===== config.mk =====
export PLATFORM = sky130hd
export DESIGN_NAME = mdmhc_enc_arbiter_flat
export DESIGN_NICKNAME = d
export VERILOG_FILES = /design/src/rtl/mdmhc_enc_arbiter_if.sv /design/src/rtl/mdmhc_enc_arbiter.sv /design/src/flat_wrapper.sv
export SDC_FILE = /design/constraint.sdc
export NUM_CORES = 1
export LEC_CHECK = 0
export BUFFER_PORTS_ARGS = -buffer_cell sky130_fd_sc_hd__buf_2
export CORE_MARGIN = 10
export CORE_UTILIZATION = 50
export CTS_BUF_LIST = sky130_fd_sc_hd__clkbuf_8 sky130_fd_sc_hd__clkbuf_16
export DETAILED_ROUTE_END_ITERATION = 16
export GPL_TIMING_DRIVEN = 0
export PLACE_DENSITY = 0.81
export SLEW_MARGIN = 15
export SYNTH_ARGS = -nofsm -noshare
export SYNTH_HDL_FRONTEND = slang
export SYNTH_SLANG_ARGS = --single-unit

===== constraint.sdc =====
create_clock -name clk -period 2 [get_ports clk]
set_input_delay 0.4 -clock clk [delete_from_list [all_inputs] [get_ports clk]]
set_output_delay 0.4 -clock clk [all_outputs]
set_load 0.01 [all_outputs]

===== src/rtl/mdmhc_enc_arbiter_if.sv =====
// Handshake bundle for mdmhc_enc_arbiter.
//   req_valid/req_data/req_ready : per-requester input channels
//   out_valid/out_ready/out_data/out_id : shared encoded-result channel
//   busy, enc_count : status
// Modport slave is the arbiter side, master is the requester/consumer side.
interface mdmhc_enc_arbiter_if #(
   parameter int unsigned NREQ = 4,
   parameter int unsigned IDW  = 2
);
   logic [NREQ-1:0]      req_valid;
   logic [32*NREQ-1:0]   req_data;
   logic [NREQ-1:0]      req_ready;
   logic                 out_valid;
   logic                 out_ready;
   logic [67:0]          out_data;
   logic [IDW-1:0]       out_id;
   logic                 busy;
   logic [15:0]          enc_count;

   modport master (
      output req_valid, req_data, out_ready,
      input  req_ready, out_valid, out_data, out_id, busy, enc_count
   );

   modport slave (
      input  req_valid, req_data, out_ready,
      output req_ready, out_valid, out_data, out_id, busy, enc_count
   );
endinterface


===== src/rtl/mdmhc_enc_arbiter.sv =====
// Round-robin arbiter sharing one MDMHC encoder between NREQ requesters.
// Ports:
//   clk, rst_n : clock, asynchronous active-low reset
//   bus        : mdmhc_enc_arbiter_if.slave (request channels, encoded output
//                channel, busy, enc_count)
// Optional feature: define MDMHC_ENC_ARB_CNT_EN to build the 16-bit output
// handshake counter on enc_count; otherwise enc_count is tied to zero.
module mdmhc_enc_arbiter #(
   parameter int unsigned NREQ = 4,
   parameter int unsigned IDW  = 2
) (
   input  logic                   clk,
   input  logic                   rst_n,
   mdmhc_enc_arbiter_if.slave     bus
);

   localparam int unsigned DW = 32;
   localparam int unsigned EW = 68;

   typedef enum logic [1:0] {
      IDLE = 2'd0,
      ENC  = 2'd1,
      HOLD = 2'd2
   } state_t;

   state_t            state, state_nxt;
   logic [IDW-1:0]    rr_ptr, rr_ptr_nxt;
   logic [IDW-1:0]    id_reg, id_reg_nxt;
   logic [IDW-1:0]    out_id_q, out_id_nxt;
   logic [DW-1:0]     in_reg, in_reg_nxt;
   logic [EW-1:0]     out_data_q, out_data_nxt;
   logic              out_valid_q, out_valid_nxt;
   logic [NREQ-1:0]   rot_c;
   logic [NREQ-1:0]   req_ready_c;
   logic [IDW-1:0]    winner_c;
   logic              any_c;
   logic              win_c;

   // MDMHC encode: raw word, half-word parity, and nibble-pair sums.
   function automatic logic [EW-1:0] mdmhc_encode(input logic [DW-1:0] d);
      logic [EW-1:0] e;
      e[31:0]  = d;
      e[47:32] = d[15:0] ^ d[31:16];
      e[52:48] = 5'(d[3:0])   + 5'(d[11:8]);
      e[57:53] = 5'(d[7:4])   + 5'(d[15:12]);
      e[62:58] = 5'(d[19:16]) + 5'(d[27:24]);
      e[67:63] = 5'(d[23:20]) + 5'(d[31:28]);
      return e;
   endfunction

   // Rotate requests so bit 0 is rr_ptr, then pick the lowest set bit.
   always_comb begin
      rot_c    = NREQ'({bus.req_valid, bus.req_valid} >> rr_ptr);
      any_c    = 1'b0;
      winner_c = '0;
      for (int i = 0; i < int'(NREQ); i++) begin
         if (!any_c && rot_c[i]) begin
            any_c    = 1'b1;
            winner_c = IDW'((int'(rr_ptr) + i) % int'(NREQ));
         end
      end
   end

   // State register and datapath registers.
   always_ff @(posedge clk or negedge rst_n) begin
      if (!rst_n) begin
         state       <= IDLE;
         rr_ptr      <= '0;
         id_reg      <= '0;
         in_reg      <= '0;
         out_id_q    <= '0;
         out_data_q  <= '0;
         out_valid_q <= 1'b0;
      end else begin
         state       <= state_nxt;
         rr_ptr      <= rr_ptr_nxt;
         id_reg      <= id_reg_nxt;
         in_reg      <= in_reg_nxt;
         out_id_q    <= out_id_nxt;
         out_data_q  <= out_data_nxt;
         out_valid_q <= out_valid_nxt;
      end
   end

   // Next-state, grant and register-next logic.
   always_comb begin
      state_nxt     = state;
      rr_ptr_nxt    = rr_ptr;
      id_reg_nxt    = id_reg;
      in_reg_nxt    = in_reg;
      out_id_nxt    = out_id_q;
      out_data_nxt  = out_data_q;
      out_valid_nxt = out_valid_q;
      win_c         = 1'b0;
      req_ready_c   = '0;

      case (state)
         IDLE: win_c = 1'b1;
         ENC: begin
            out_data_nxt  = mdmhc_encode(in_reg);
            out_id_nxt    = id_reg;
            out_valid_nxt = 1'b1;
            state_nxt     = HOLD;
         end
         HOLD: begin
            if (bus.out_ready) begin
               win_c         = 1'b1;
               out_valid_nxt = 1'b0;
               state_nxt     = IDLE;
            end
         end
         default: state_nxt = IDLE;
      endcase

      // A grant overrides the window's fall-back state; out_valid stays low through ENC.
      if (win_c && any_c) begin
         req_ready_c = NREQ'(1) << winner_c;
         in_reg_nxt  = DW'(bus.req_data >> {winner_c, 5'b0});
         id_reg_nxt  = winner_c;
         rr_ptr_nxt  = (winner_c == IDW'(NREQ - 1)) ? '0 : winner_c + IDW'(1);
         state_nxt   = ENC;
      end
   end

   assign bus.req_ready = req_ready_c;
   assign bus.out_valid = out_valid_q;
   assign bus.out_data  = out_data_q;
   assign bus.out_id    = out_id_q;
   assign bus.busy      = (state != IDLE);

`ifdef MDMHC_ENC_ARB_CNT_EN
   logic [15:0] enc_cnt_q;

   // Counts completed output handshakes, wrapping at 16 bits.
   always_ff @(posedge clk or negedge rst_n) begin
      if (!rst_n)
         enc_cnt_q <= '0;
      else if (out_valid_q && bus.out_ready)
         enc_cnt_q <= enc_cnt_q + 16'd1;
   end

   assign bus.enc_count = enc_cnt_q;
`else
   assign bus.enc_count = 16'h0000;
`endif

endmodule


===== src/flat_wrapper.sv =====
// flat-port wrapper written by rule: the top's interface ports become plain ports
module mdmhc_enc_arbiter_flat 
#(
   parameter int unsigned NREQ = 4,
   parameter int unsigned IDW  = 2
)
  (clk, rst_n, bus_req_valid, bus_req_data, bus_out_ready, bus_req_ready, bus_out_valid, bus_out_data, bus_out_id, bus_busy, bus_enc_count);
  mdmhc_enc_arbiter_if #(.NREQ(NREQ), .IDW(IDW)) bus_i ();
  input  logic clk;
  input  logic rst_n;
  input wire logic [$bits(bus_i.req_valid)-1:0] bus_req_valid;
  input wire logic [$bits(bus_i.req_data)-1:0] bus_req_data;
  input wire logic [$bits(bus_i.out_ready)-1:0] bus_out_ready;
  output wire logic [$bits(bus_i.req_ready)-1:0] bus_req_ready;
  output wire logic [$bits(bus_i.out_valid)-1:0] bus_out_valid;
  output wire logic [$bits(bus_i.out_data)-1:0] bus_out_data;
  output wire logic [$bits(bus_i.out_id)-1:0] bus_out_id;
  output wire logic [$bits(bus_i.busy)-1:0] bus_busy;
  output wire logic [$bits(bus_i.enc_count)-1:0] bus_enc_count;
  assign bus_i.req_valid = bus_req_valid;
  assign bus_i.req_data = bus_req_data;
  assign bus_i.out_ready = bus_out_ready;
  assign bus_req_ready = bus_i.req_ready;
  assign bus_out_valid = bus_i.out_valid;
  assign bus_out_data = bus_i.out_data;
  assign bus_out_id = bus_i.out_id;
  assign bus_busy = bus_i.busy;
  assign bus_enc_count = bus_i.enc_count;
  mdmhc_enc_arbiter #(.NREQ(NREQ), .IDW(IDW)) u_core (.clk(clk), .rst_n(rst_n), .bus(bus_i));
endmodule

==> Yosys cells after proc, flatten, opt, wreduce, memory -nomap -nowiden <==
Cells that the tools add are included.
{ "classes": {"mux": 17, "shift": 3, "reduce_logical": 12, "n_addsub": 8, "n_eq_ne": 6, "bitwise_logic": 1} }
{ "op_table": {"columns": ["op", "n"], "rows": [
  ["$shr A128 B7 Y32", 1],
  ["$add A4 B4 Y5", 4],
  ["$xor A16 B16 Y16", 1],
  ["$mux W2", 7],
  ["$shr A8 B2 Y4", 1],
  ["$mux W1", 6],
  ["$pmux W2 S3", 1],
  ["$add A2 B1 Y2 const B", 2],
  ["$add A2 B2 Y2 const B", 2],
  ["$eq A2 B2 Y1 const B", 2],
  ["$logic_and A1 B1 Y1", 4],
  ["$mux W4", 1],
  ["$pmux W1 S2", 2],
  ["$reduce_and A2 Y1", 2],
  ["$reduce_bool A2 Y1", 2],
  ["$shl A1 B2 Y4 const A", 1],
  ["$logic_not A1 Y1", 3],
  ["$ne A3 B2 Y1 const B", 1],
  ["$eq A2 B1 Y1 const B", 1],
  ["$logic_not A2 Y1", 1],
  ["$ne A2 B1 Y1 const B", 1],
  ["$ne A2 B2 Y1 const B", 1]
]} }
{ "totals": {"out_inout_bits": 92, "inputBits": 135, "elab_cells": 54, "reg_bits": 109} }

==> Longest topological paths before layout <==
Gate-level depths: netlist (run 1).
{ "depth": {"word_depth": 14, "mapped_depth": 8} }

==> Worst setup path after synthesis (run 1) <==
Ideal clock, no wire load.
{ "synth_timing": {"path_type": "input-to-output", "start": "input port bus_req_valid[2]", "end": "output port bus_req_ready[3]", "t_required_ps": 1600, "t_arrival_ps": 1632, "n_path_buf": 1, "slack_ps": -32, "path_stages": 5, "cell_sequence": "buf_2 -> nor4_1 -> or3_4 -> or2_1 -> nor4_1"} }
{ "synth_between": {"elab_chain_cells": 13, "word_cells_on_any_way": 18, "classes_between": "2 x shift; 9 x mux; 7 x reduce/logical"} }
{ "synth_lines": {"columns": ["element", "line", "source"], "rows": [
  ["from (decl)", "flat_wrapper.sv:11", "input wire logic [$bits(bus_i.req_valid)-1:0] bus_req_valid;"],
  ["$shr A8 B2 Y4 (*)", "mdmhc_enc_arbiter.sv:53", "rot_c = NREQ'({bus.req_valid, bus.req_valid} >> rr_ptr);"],
  ["$mux W1", "mdmhc_enc_arbiter.sv:57", "if (!any_c && rot_c[i]) begin"],
  ["$logic_not A1 Y1", "mdmhc_enc_arbiter.sv:57", null],
  ["$logic_and A1 B1 Y1", "mdmhc_enc_arbiter.sv:57", null],
  ["$mux W1", "mdmhc_enc_arbiter.sv:57", null],
  ["$logic_not A1 Y1", "mdmhc_enc_arbiter.sv:57", null],
  ["$logic_and A1 B1 Y1", "mdmhc_enc_arbiter.sv:57", null],
  ["$mux W1", "mdmhc_enc_arbiter.sv:57", null],
  ["$logic_not A1 Y1", "mdmhc_enc_arbiter.sv:57", null],
  ["$logic_and A1 B1 Y1", "mdmhc_enc_arbiter.sv:57", null],
  ["$mux W2 or $mux W1 (tied branches)", "mdmhc_enc_arbiter.sv:57", null],
  ["$shl A1 B2 Y4 or $logic_and A1 B1 Y1 (tied branches)", "mdmhc_enc_arbiter.sv:117, mdmhc_enc_arbiter.sv:116", null],
  ["$mux W4 (*)", "mdmhc_enc_arbiter.sv:116", "if (win_c && any_c) begin"],
  ["to (decl)", "flat_wrapper.sv:14", "output wire logic [$bits(bus_i.req_ready)-1:0] bus_req_ready;"]
]} }
Mark *: on every way between the ends. The rest lies on a longest branch, timed or not.

==> Worst setup path after layout (run 1) <==
{ "layout_timing": {"start": "register u_core.rr_ptr[1]", "end": "output port bus_req_ready[3]"} }
{ "layout_between": {"elab_chain_cells": 13, "word_cells_on_any_way": 21, "classes_between": "3 x add/sub; 2 x shift; 9 x mux; 7 x reduce/logical"} }
{ "layout_lines": {"columns": ["element", "line", "source"], "rows": [
  ["from (decl)", "mdmhc_enc_arbiter.sv:27", "logic [IDW-1:0] rr_ptr, rr_ptr_nxt;"],
  ["from (signal assigned)", "mdmhc_enc_arbiter.sv:76", "rr_ptr <= rr_ptr_nxt;"],
  ["$shr A8 B2 Y4", "mdmhc_enc_arbiter.sv:53", null],
  ["$mux W1", "mdmhc_enc_arbiter.sv:57", null],
  ["$logic_not A1 Y1", "mdmhc_enc_arbiter.sv:57", null],
  ["$logic_and A1 B1 Y1", "mdmhc_enc_arbiter.sv:57", null],
  ["$mux W1", "mdmhc_enc_arbiter.sv:57", null],
  ["$logic_not A1 Y1", "mdmhc_enc_arbiter.sv:57", null],
  ["$logic_and A1 B1 Y1", "mdmhc_enc_arbiter.sv:57", null],
  ["$mux W1", "mdmhc_enc_arbiter.sv:57", null],
  ["$logic_not A1 Y1", "mdmhc_enc_arbiter.sv:57", null],
  ["$logic_and A1 B1 Y1", "mdmhc_enc_arbiter.sv:57", null],
  ["$mux W2 or $mux W1 (tied branches)", "mdmhc_enc_arbiter.sv:57", null],
  ["$shl A1 B2 Y4 or $logic_and A1 B1 Y1 (tied branches)", "mdmhc_enc_arbiter.sv:117, mdmhc_enc_arbiter.sv:116", null],
  ["$mux W4 (*)", "mdmhc_enc_arbiter.sv:116", null]
]} }
Marks and branches as above.

==> results, run 1 <==
- The post-route worst hold slack is -4.77 ps.
- The post-route netlist has roughly two fifths of its cells at a drive strength greater than 1.
- The startpoint-to-endpoint class of the critical path is reg2out.
- In the finished design, the share of the clock period the worst path needs comes to 111%.
- Across the VDD grid, the largest voltage drop is about 0.66 mV.
- The area inside the core boundary is ~12000 µm².
- Counting flops with a built-in enable in the synthesized netlist gives 0.
- The cell area power density is 1640 nW/µm².
- Measured on the finished design, the core utilization comes to between 60% and 70%.
- The effective utilization at floorplan is between 50 and 60%.
- During synthesis, Yosys emitted a total of 0 warnings.
- Of all nets on the critical path, the largest fanout is 8.
- The global-route congestion overflow total is 0.
- At the worst endpoint, the required time is 1600 ps.
- The worst-margin pin slew is a little over 600 ps.
- The number of hold buffers added after CTS was 0.
- The first detailed-routing pass took 4 iterations.
- Across the run, the number of max-cap violations was 0.
- The via count of the first global-routing pass is between 5000 and 6000.
- The leakage power summed over all cells is 4.12 nW.
- The first global-routing pass estimated roughly 28000 µm of wire.
- The proportion of register bits with asynchronous set or reset after synthesis is 100%.
- Counting I/O delays and the setup requirement, the final critical path takes roughly 2200 ps.
- After routing the design area is 7850 µm².
- The routed wirelength normalized by instance count is approximately 19 µm.
- The final number of hold-violating endpoints is 5.
- The total of flip-flops plus latches after synthesis is 109.
- The CTS tree is yes.
- The post-DP HPWL is about 15000 µm.
- The final worst clock skew is approximately 7.5 ps.
- The number of flip-flops under the largest register name is 68.
- Setup violations remaining at the end of the flow were counted as 7.
- The commonest register cell after synthesis is sky130_fd_sc_hd__dfrtp_1.
- The worst setup path is captured at an output pin.
- The worst hold path belongs to the class in2async.
- After detailed routing, the number of remaining DRC violations is 0.
- After detailed placement, the design holds a cell count of between 900 and 1000.
- The count of non-filler cells in the finished layout is just under 1000.
- STA classifies the critical path startpoint as a flop.
- The later pin in the worst-skew pair is clocked with a latency of approximately 340 ps.
- The worst pin sits at a relative slew slack of 58.4%.
- The maximum root-to-sink buffer count is 2.
- The die covers 17000 µm².
- The run finished, with violations left.
- The root cell of the clock tree is sky130_fd_sc_hd__clkbuf_16.
- The number of slew-limit violations in the final report was 0.
- Summing all placed instances gives a cell area of around 7400 µm².
- The number of nets in the layout is roughly 970.
- The global-route usage over all layers is 21.4%.
- The global placement routability congestion is between 0.8 and 0.9.
- For this design, the sink count on the clock tree is between 100 and 150.
- The worst setup margin is -211 ps.
- The distinct cell type count of the synthesized netlist is 50.
- The total routed wirelength is approximately 19000 µm.
- The final route contains between 5000 and 6000 vias.
- The floorplan row count is 40.
- The number of buffer cells added on primary ports is 207.
- The highest clock frequency the design can meet is roughly 450 MHz.
- The CTS H-tree depth is 3.
- The clock buffer count from CTS is 9.
- The number of DRC violations after detailed-routing iteration 0 is 277.
- Relative to the synthesized area, the layout overhead comes to 29.2%.
- The mapped netlist covers just over 6000 µm².
- The die boundary width is roughly 130 µm.
- For the worst flop-to-flop path, the logic depth is 8.
- Entering global routing, the biggest net connects 59 pins.
- The count of inserted antenna diode cells is 0.
- In this run the remaining antenna-violating nets after routing total 0.
- The I/O pin total is approximately 230.
- The vertical extent of the die is 130 µm.
- Setup repair after global routing could not meet its margin everywhere.
- The initial antenna violation count came to 0.
- Summing the sequential cell areas from Yosys gives ~45% of the chip area.
- The final reports fail on negative hold slack, negative setup slack.
- The critical path data arrival time is between 1500 and 2000 ps.
- OpenSTA, run right after detailed placement, puts the worst setup slack at -114 ps.
- In the routed layout, each cell is associated on average with a via count of 5.31.
- A synthesized cell averages 10.7 µm².
- Synthesis produced a netlist whose cell count is between 500 and 600.
- After clock tree synthesis, the clock-pin slew on the worst setup and hold paths is ~70 ps.
final timing paths:
kind	startpoint	slack, ps	to
setup / recovery	u_core.rr_ptr[1]$_DFFE_PN0P_	-210	bus_req_ready[3]
hold / removal	rst_n	-5	u_core.bus.out_data[59]$_DFFE_PN0P_
setup reg to reg	u_core.rr_ptr[1]$_DFFE_PN0P_	-30	u_core.in_reg[10]$_DFFE_PN0P_
hold reg to reg	u_core.id_reg[0]$_DFFE_PN0P_	470	u_core.id_reg[0]$_DFFE_PN0P_
max in group asynchronous	rst_n	1340	u_core.rr_ptr[1]$_DFFE_PN0P_
min in group clk	bus_req_data[90]	330	u_core.in_reg[26]$_DFFE_PN0P_
worst max-delay path: stages, from the launching register on:
cell,delay [ps]
sky130_fd_sc_hd__dfrtp_2,440
sky130_fd_sc_hd__buf_6,150
sky130_fd_sc_hd__nand3b_1,120
sky130_fd_sc_hd__o221ai_4,120
sky130_fd_sc_hd__or2_4,300
sky130_fd_sc_hd__nor4_4,140
sky130_fd_sc_hd__buf_2,190
cell usage in the layout (no fill, tap or decap), types with 19 or more instances in the layout:
cell                        n
sky130_fd_sc_hd__o21ai_0   35
sky130_fd_sc_hd__inv_1     60
sky130_fd_sc_hd__o32ai_1   26
sky130_fd_sc_hd__xnor2_1   19
sky130_fd_sc_hd__dfrtp_1  107
sky130_fd_sc_hd__mux2i_1   49
sky130_fd_sc_hd__buf_4     30
sky130_fd_sc_hd__buf_2    220
sky130_fd_sc_hd__mux2_2    39
sky130_fd_sc_hd__o21ai_1   24
sky130_fd_sc_hd__nand2_1   41
Yosys cell counts, types with 2 or more instances:
| cell type | count | share of area (%) |
|---|---|---|
| sky130_fd_sc_hd__a221o_1 | 6 | 0.99 |
| sky130_fd_sc_hd__o21ai_1 | 24 | 2.0 |
| sky130_fd_sc_hd__nor4_1 | 2 | 0.21 |
| sky130_fd_sc_hd__dfrtp_1 | 109 | 45 |
| sky130_fd_sc_hd__a31oi_1 | 2 | 0.21 |
| sky130_fd_sc_hd__xor2_1 | 5 | 0.72 |
| sky130_fd_sc_hd__o21ai_0 | 35 | 2.9 |
| sky130_fd_sc_hd__a21oi_1 | 18 | 1.5 |
| sky130_fd_sc_hd__buf_4 | 19 | 2.3 |
| sky130_fd_sc_hd__clkbuf_1 | 10 | 0.62 |
| sky130_fd_sc_hd__o22a_1 | 6 | 0.86 |
| sky130_fd_sc_hd__mux2_2 | 39 | 7.2 |
| sky130_fd_sc_hd__fa_1 | 4 | 1.3 |
| sky130_fd_sc_hd__nand4_1 | 6 | 0.62 |
| sky130_fd_sc_hd__nor2_1 | 4 | 0.25 |
| sky130_fd_sc_hd__nor2b_4 | 2 | 0.45 |
| sky130_fd_sc_hd__inv_1 | 60 | 3.7 |
| sky130_fd_sc_hd__ha_1 | 16 | 3.3 |
| sky130_fd_sc_hd__nand3b_1 | 2 | 0.25 |
| sky130_fd_sc_hd__a21o_1 | 9 | 1.1 |
| sky130_fd_sc_hd__mux2i_1 | 51 | 8.4 |
| sky130_fd_sc_hd__buf_12 | 2 | 0.66 |
| sky130_fd_sc_hd__xnor2_1 | 19 | 2.7 |
| sky130_fd_sc_hd__o32ai_1 | 26 | 3.7 |
| sky130_fd_sc_hd__buf_2 | 14 | 1.2 |
| sky130_fd_sc_hd__buf_6 | 4 | 0.74 |
| sky130_fd_sc_hd__o21a_1 | 2 | 0.25 |
| sky130_fd_sc_hd__nand2_1 | 42 | 2.6 |
| sky130_fd_sc_hd__o221ai_1 | 3 | 0.43 |
| sky130_fd_sc_hd__o31ai_1 | 6 | 0.74 |
| sky130_fd_sc_hd__nand2b_1 | 3 | 0.31 |
timing repair:
action                                  CTS  global route
endpoints found under the setup margin    5            27
gates cloned                              1             0
buffers inserted                         11             3
hold endpoints to repair                  0             0
pin swaps                                 7             3
gates resized for setup                  18             7
layout make-up:
class                      count  area [µm²]
sequential                   109        2730
buffer                        50         357
inverter                      61         231
tap                          147         184
clock inverter                 5        28.8
multi-input combinational    363        2900
clock buffer                  10         239
fill                         969        4110
timing repair buffer         222        1180
through the flow:
step / power, mW / TNS, ps
after CTS: 12.9 / -745
after detailed placement: 11.0 / -1700
after global routing: 13.8 / -2820
after global placement: 10.8 / -74380
final: 12.9 / -494
after floorplan: 8.61 / 0
cells by family (layout without fill, tap and decap cells):
kind of cell / count (synthesis) / in the layout / synth area share, %
simple gates: 70 / 70 / 6.01
flops: 109 / 109 / 44.9
compound gates: 143 / 143 / 15.9
fa+ha+maj: 20 / 20 / 4.61
mux: 90 / 90 / 15.6
xor+xnor: 24 / 24 / 3.46
other cells: 1 / 16 / 0.0617
buf+inv: 112 / 348 / 9.43
power by group:
part           internal, mW  leakage [nW]  total, mW  switching (mW)
registers              3.35          1.32       4.35           0.998
logic                  3.30          2.66       6.90            3.60
clock network         0.866         0.137       1.65           0.785
total                  7.51          4.12       12.9            5.38
routing by layer:
metal / up-vias / global-route usage (%) / wire (µm)
li1: 2469 / - / -
met1: 2437 / 27.3 / 7730
met2: 201 / 35.8 / 9210
met3: 24 / 4.06 / 1270
met4: 0 / 6.81 / 344
met5: - / 0 / 0
(Power assumes the default switching activity.)
==> run 2: changes to the inputs <==
Settings changed: ABC_AREA set to 1, PLACE_DENSITY 0.81 to 0.8.
==> results, run 2 <==
- The clock slew seen by the registers of the worst setup and hold paths is 70 ps (about the same).
- The clock net sink count is 109 (unchanged).
- The worst register-to-register path begins at u_core.rr_ptr[0]$_DFFE_PN0P_.
- The minimum setup slack among reg-to-reg paths is -250 ps (-220 ps).
- The total net switching power is 10.3 mW (+90%).
- The number of buffer cells added on primary ports is 210 (+1.4%).
- The final cycle utilization of the critical path is 132% (+21 points).
- The maximum resistive drop on vdd came to 1.59 mV (+140%).
- The final number of hold-violating endpoints was 0 (-5).
- The type of element launching the critical path is a flop.
- In the synthesized netlist the dominant register cell turns out to be sky130_fd_sc_hd__dfrtp_1.
- The global placement routability congestion came to 0.894 (+7.3%).
- The post-placement cell count is 1280 (+36%).
- The count of non-filler cells in the finished layout is 1324 (+37%).
- The total of flip-flops plus latches after synthesis was 109 (unchanged).
- The share of power burned in registers was 20.2% (-14 points).
- The proportion of register bits with asynchronous set or reset after synthesis is 100% (unchanged).
- The overall power consumption is 20.9 mW (+62%).
- In the layout the commonest cells are sky130_fd_sc_hd__nand2_1, sky130_fd_sc_hd__buf_2, sky130_fd_sc_hd__dfrtp_1.
- The root cell of the clock tree is sky130_fd_sc_hd__clkbuf_16.
- The synthesized area is 6280 µm² (+3.4%).
- The initial antenna violation count is 1 (+1).
- The count of antenna-violating nets left after detailed routing is 0 (unchanged).
- The highest clock frequency the design can meet came to 380 MHz (-16%).
- The fraction of power spent switching nets came to 49.0% (+7.3 points).
- The die footprint is 17500 µm² (+2.9%).
- The layout cell share with drive strength beyond 1 is 36.8% (-4.9 points).
- The run finished, with violations left.
- The floorplan row count came to 40 (unchanged).
- The post-detailed-route via-to-cell ratio is 5.10 (-3.9%).
- The total routed wirelength is 22400 µm (+21%).
- The headroom to the max-slew limit is 56.1% (-2.3 points).
- The max capacitance violation total is 0 (unchanged).
- The number of slew-limit violations in the final report is 0 (unchanged).
- The sequential element share of the synthesized area is 43.4% (-1.5 points).
- The CTS H-tree depth is 3 (unchanged).
- The fill cell total of the finished layout was 1030 (+6.3%).
- The combinational fraction of design power is 70.4% (+17 points).
- The number of failing setup endpoints in the final timing report was 36 (+29).
- The cell area power density is 2380 nW/µm² (+45%).
- The maximum root-to-sink buffer count is 2 (unchanged).
- The distinct cell type count of the synthesized netlist is 33 (-34%).
- The final worst clock skew is 5.62 ps (-1.92 ps).
- The most common cell in the synthesized netlist is sky130_fd_sc_hd__nand2_1.
- The die boundary width is 132 µm (+1.4%).
- In the post-synthesis netlist, the biggest area contributors are sky130_fd_sc_hd__dfrtp_1, sky130_fd_sc_hd__nand2_1, sky130_fd_sc_hd__nand3_1, sky130_fd_sc_hd__buf_4, sky130_fd_sc_hd__ha_1.
- The DRC violation count after routing is 0 (unchanged).
- The vertical extent of the die is 132 µm (+1.4%).
- The CTS tree is yes.
- The fraction of synthesized cell area taken by the top area cell type came to 43.4% (-1.5 points).
- The worst setup path is captured at an output pin.
- The startpoint-to-endpoint class of the critical path is reg2out.
- The global-route congestion overflow total came to 0 (unchanged).
- The effective utilization at floorplan came to 51.7% (+0.85 points).
- The number of flip-flops under the largest register name is 68 (unchanged).
- The placed cell area was 7660 µm² (+3.6%).
- Setup repair after global routing could not meet its margin everywhere.
- The area growth from synthesis to layout is 40.1%.
- Of all cell types, the one taking the most synthesized area is sky130_fd_sc_hd__dfrtp_1.
- The wire length of the first global-routing pass is 34400 µm (+23%).
- The post-route worst hold slack is 246 ps (+251 ps).
- The final reports fail on negative setup slack.
- The number of nets in the layout is 1305 (+34%).
- The cell count of the worst reg-to-reg path is 21 (+13).
- The leading cell type in the layout, fill and taps excluded is sky130_fd_sc_hd__nand2_1.
- The termination of the worst setup path is bus_req_ready[2].
- The leakage power summed over all cells is 5.13 nW (+25%).
- The number of detailed-route iterations in the first pass is 5 (+1).
- The worst path required time is 1600 ps (about the same).
- The biggest fanout along the worst timing path was 7 (-1).
- The largest net degree at the start of global routing came to 72 (+22%).
- The critical path data arrival time is 2230 ps (+420 ps).
- The number of DRC violations after detailed-routing iteration 0 is 475 (+71%).
- The via count of the first global-routing pass was 6737 (+30%).
- Sorting the synthesized cells by how often they occur yields sky130_fd_sc_hd__nand2_1, sky130_fd_sc_hd__dfrtp_1, sky130_fd_sc_hd__nand3_1.
- The post-DP HPWL is 17100 µm (+15%).
- The routed wirelength normalized by instance count is 16.9 µm (-12%).
- The worst min-delay path category is in2reg.
- The worst-margin pin slew is 659 ps (+41.0 ps).
- The clock power share is 9.4% (-3.4 points).
- The worst-skew pair later-pin latency is 350 ps (about the same).
- The cell-internal power is 10.7 mW (+42%).
- The vias after detailed routing came to 6752 (+32%).
- The final setup TNS is -8380 ps (-7890 ps).
- The area inside the core boundary is 12200 µm² (+1.7%).
- The global-route usage over all layers is 24.2% (+2.8 points).
- The worst setup margin is -633 ps (-422 ps).
- The final cell area excluding filler cells was 8800 µm² (+12%).
- The mean instance size in the synthesized netlist is 7.09 µm² (-34%).
- The most critical setup path has its startpoint at u_core.rr_ptr[0]$_DFFE_PN0P_.
- The post-synthesis cell count is 886 (+56%).
- The clock buffer count from CTS came to 9 (unchanged).
- The number of warnings issued by yosys came to 0 (unchanged).
- The I/O pin total is 227 (unchanged).
- In this run the critical register-to-register path is captured at u_core.in_reg[19]$_DFFE_PN0P_.
- The number of enable flip-flop cells after synthesis is 0 (unchanged).
- The clock period minus final worst setup slack was 2630 ps (+422 ps).
-- run 2: layout make-up --
class | instances | area, µm² | share of cell area, %
inverter | 21 | 91.3 | 1.04
buffer | 63 | 484 | 5.50
sequential | 109 | 2730 | 31.0
multi-input combinational | 707 | 3470 | 39.4
timing repair buffer | 239 | 1480 | 16.8
tap | 168 | 210 | 2.39
antenna | 1 | 2.50 | 0.0284
clock buffer | 11 | 253 | 2.87
clock inverter | 5 | 82.6 | 0.938
-- run 2: worst min path at each step --
stage / startpoint / to / slack [ps] / depth (start not counted)
2_1_floorplan: rst_n / u_core.bus.out_data[0]$_DFFE_PN0P_ / 100 / 0
3_3_place_gp: u_core.bus.out_data[21]$_DFFE_PN0P_ / u_core.bus.out_data[21]$_DFFE_PN0P_ / 450 / 2
3_5_place_dp: rst_n / u_core.bus.out_data[8]$_DFFE_PN0P_ / 330 / 1
4_1_cts: bus_out_ready / u_core.state[1]$_DFFE_PN0P_ / 240 / 2
5_1_grt: bus_out_ready / u_core.state[1]$_DFFE_PN0P_ / 250 / 2
6_report: bus_out_ready / u_core.state[1]$_DFFE_PN0P_ / 250 / 2
-- run 2: logic make-up after synthesis --
group,count (synthesis),synth area share (%)
AOI/OAI and AO/OA,43,4.10
xor gates and xnor gates,5,0.697
adders and majority gates,20,4.46
buffers and inverters,85,7.69
DFF,109,43.4
other,1,0.0597
and+or+nand+nor,623,39.6
-- run 2: routing by layer --
metal,wire (µm),track usage (%),vias up
met2,10700,39.8,336
met4,942,12.9,0
met1,8920,27.9,3062
met5,0,0,-
met3,1820,6.86,61
li1,-,-,3293
-- run 2: per-stage QoR --
step / util (%) / setup slack (ps)
after CTS: 70.0 / -546
after floorplan: - / -55.7
after global placement: 62.7 / -660
final: 72.4 / -633
after global routing: 72.4 / -731
after detailed placement: 63.0 / -389
-- run 2: timing repair --
action                                  in CTS  in global routing
hold buffers                                 1                  0
setup buffers                               20                  6
pin swaps                                   80                 25
resized for setup                          105                 66
endpoints found under the setup margin      41                 73
gates cloned                                 2                  5
endpoints found under the hold margin       38                  0
-- run 2: power groups by stage --
stage | Sequential (mW) | Clock, mW | Combinational (mW)
after floorplan | 4.26 | 0 | 7.29
after global placement | 4.18 | 0 | 10.5
after detailed placement | 4.22 | 0 | 10.7
after CTS | 4.20 | 1.97 | 13.2
after global routing | 4.35 | 2.06 | 16.1
final | 4.23 | 1.97 | 14.7
-- run 2: worst max-delay path, cell delays in order, from the launching register on --
cell                      delay [ps]
sky130_fd_sc_hd__dfrtp_1         380
sky130_fd_sc_hd__buf_6           150
sky130_fd_sc_hd__nand2_1         100
sky130_fd_sc_hd__nand3_2         130
sky130_fd_sc_hd__nand2_2         120
sky130_fd_sc_hd__nand3_2         110
sky130_fd_sc_hd__or2_1           230
sky130_fd_sc_hd__nor2_2          150
sky130_fd_sc_hd__nor2_4           90
sky130_fd_sc_hd__inv_4            70
sky130_fd_sc_hd__buf_6           110
sky130_fd_sc_hd__nand3_2          80
sky130_fd_sc_hd__inv_2            70
sky130_fd_sc_hd__buf_6            90
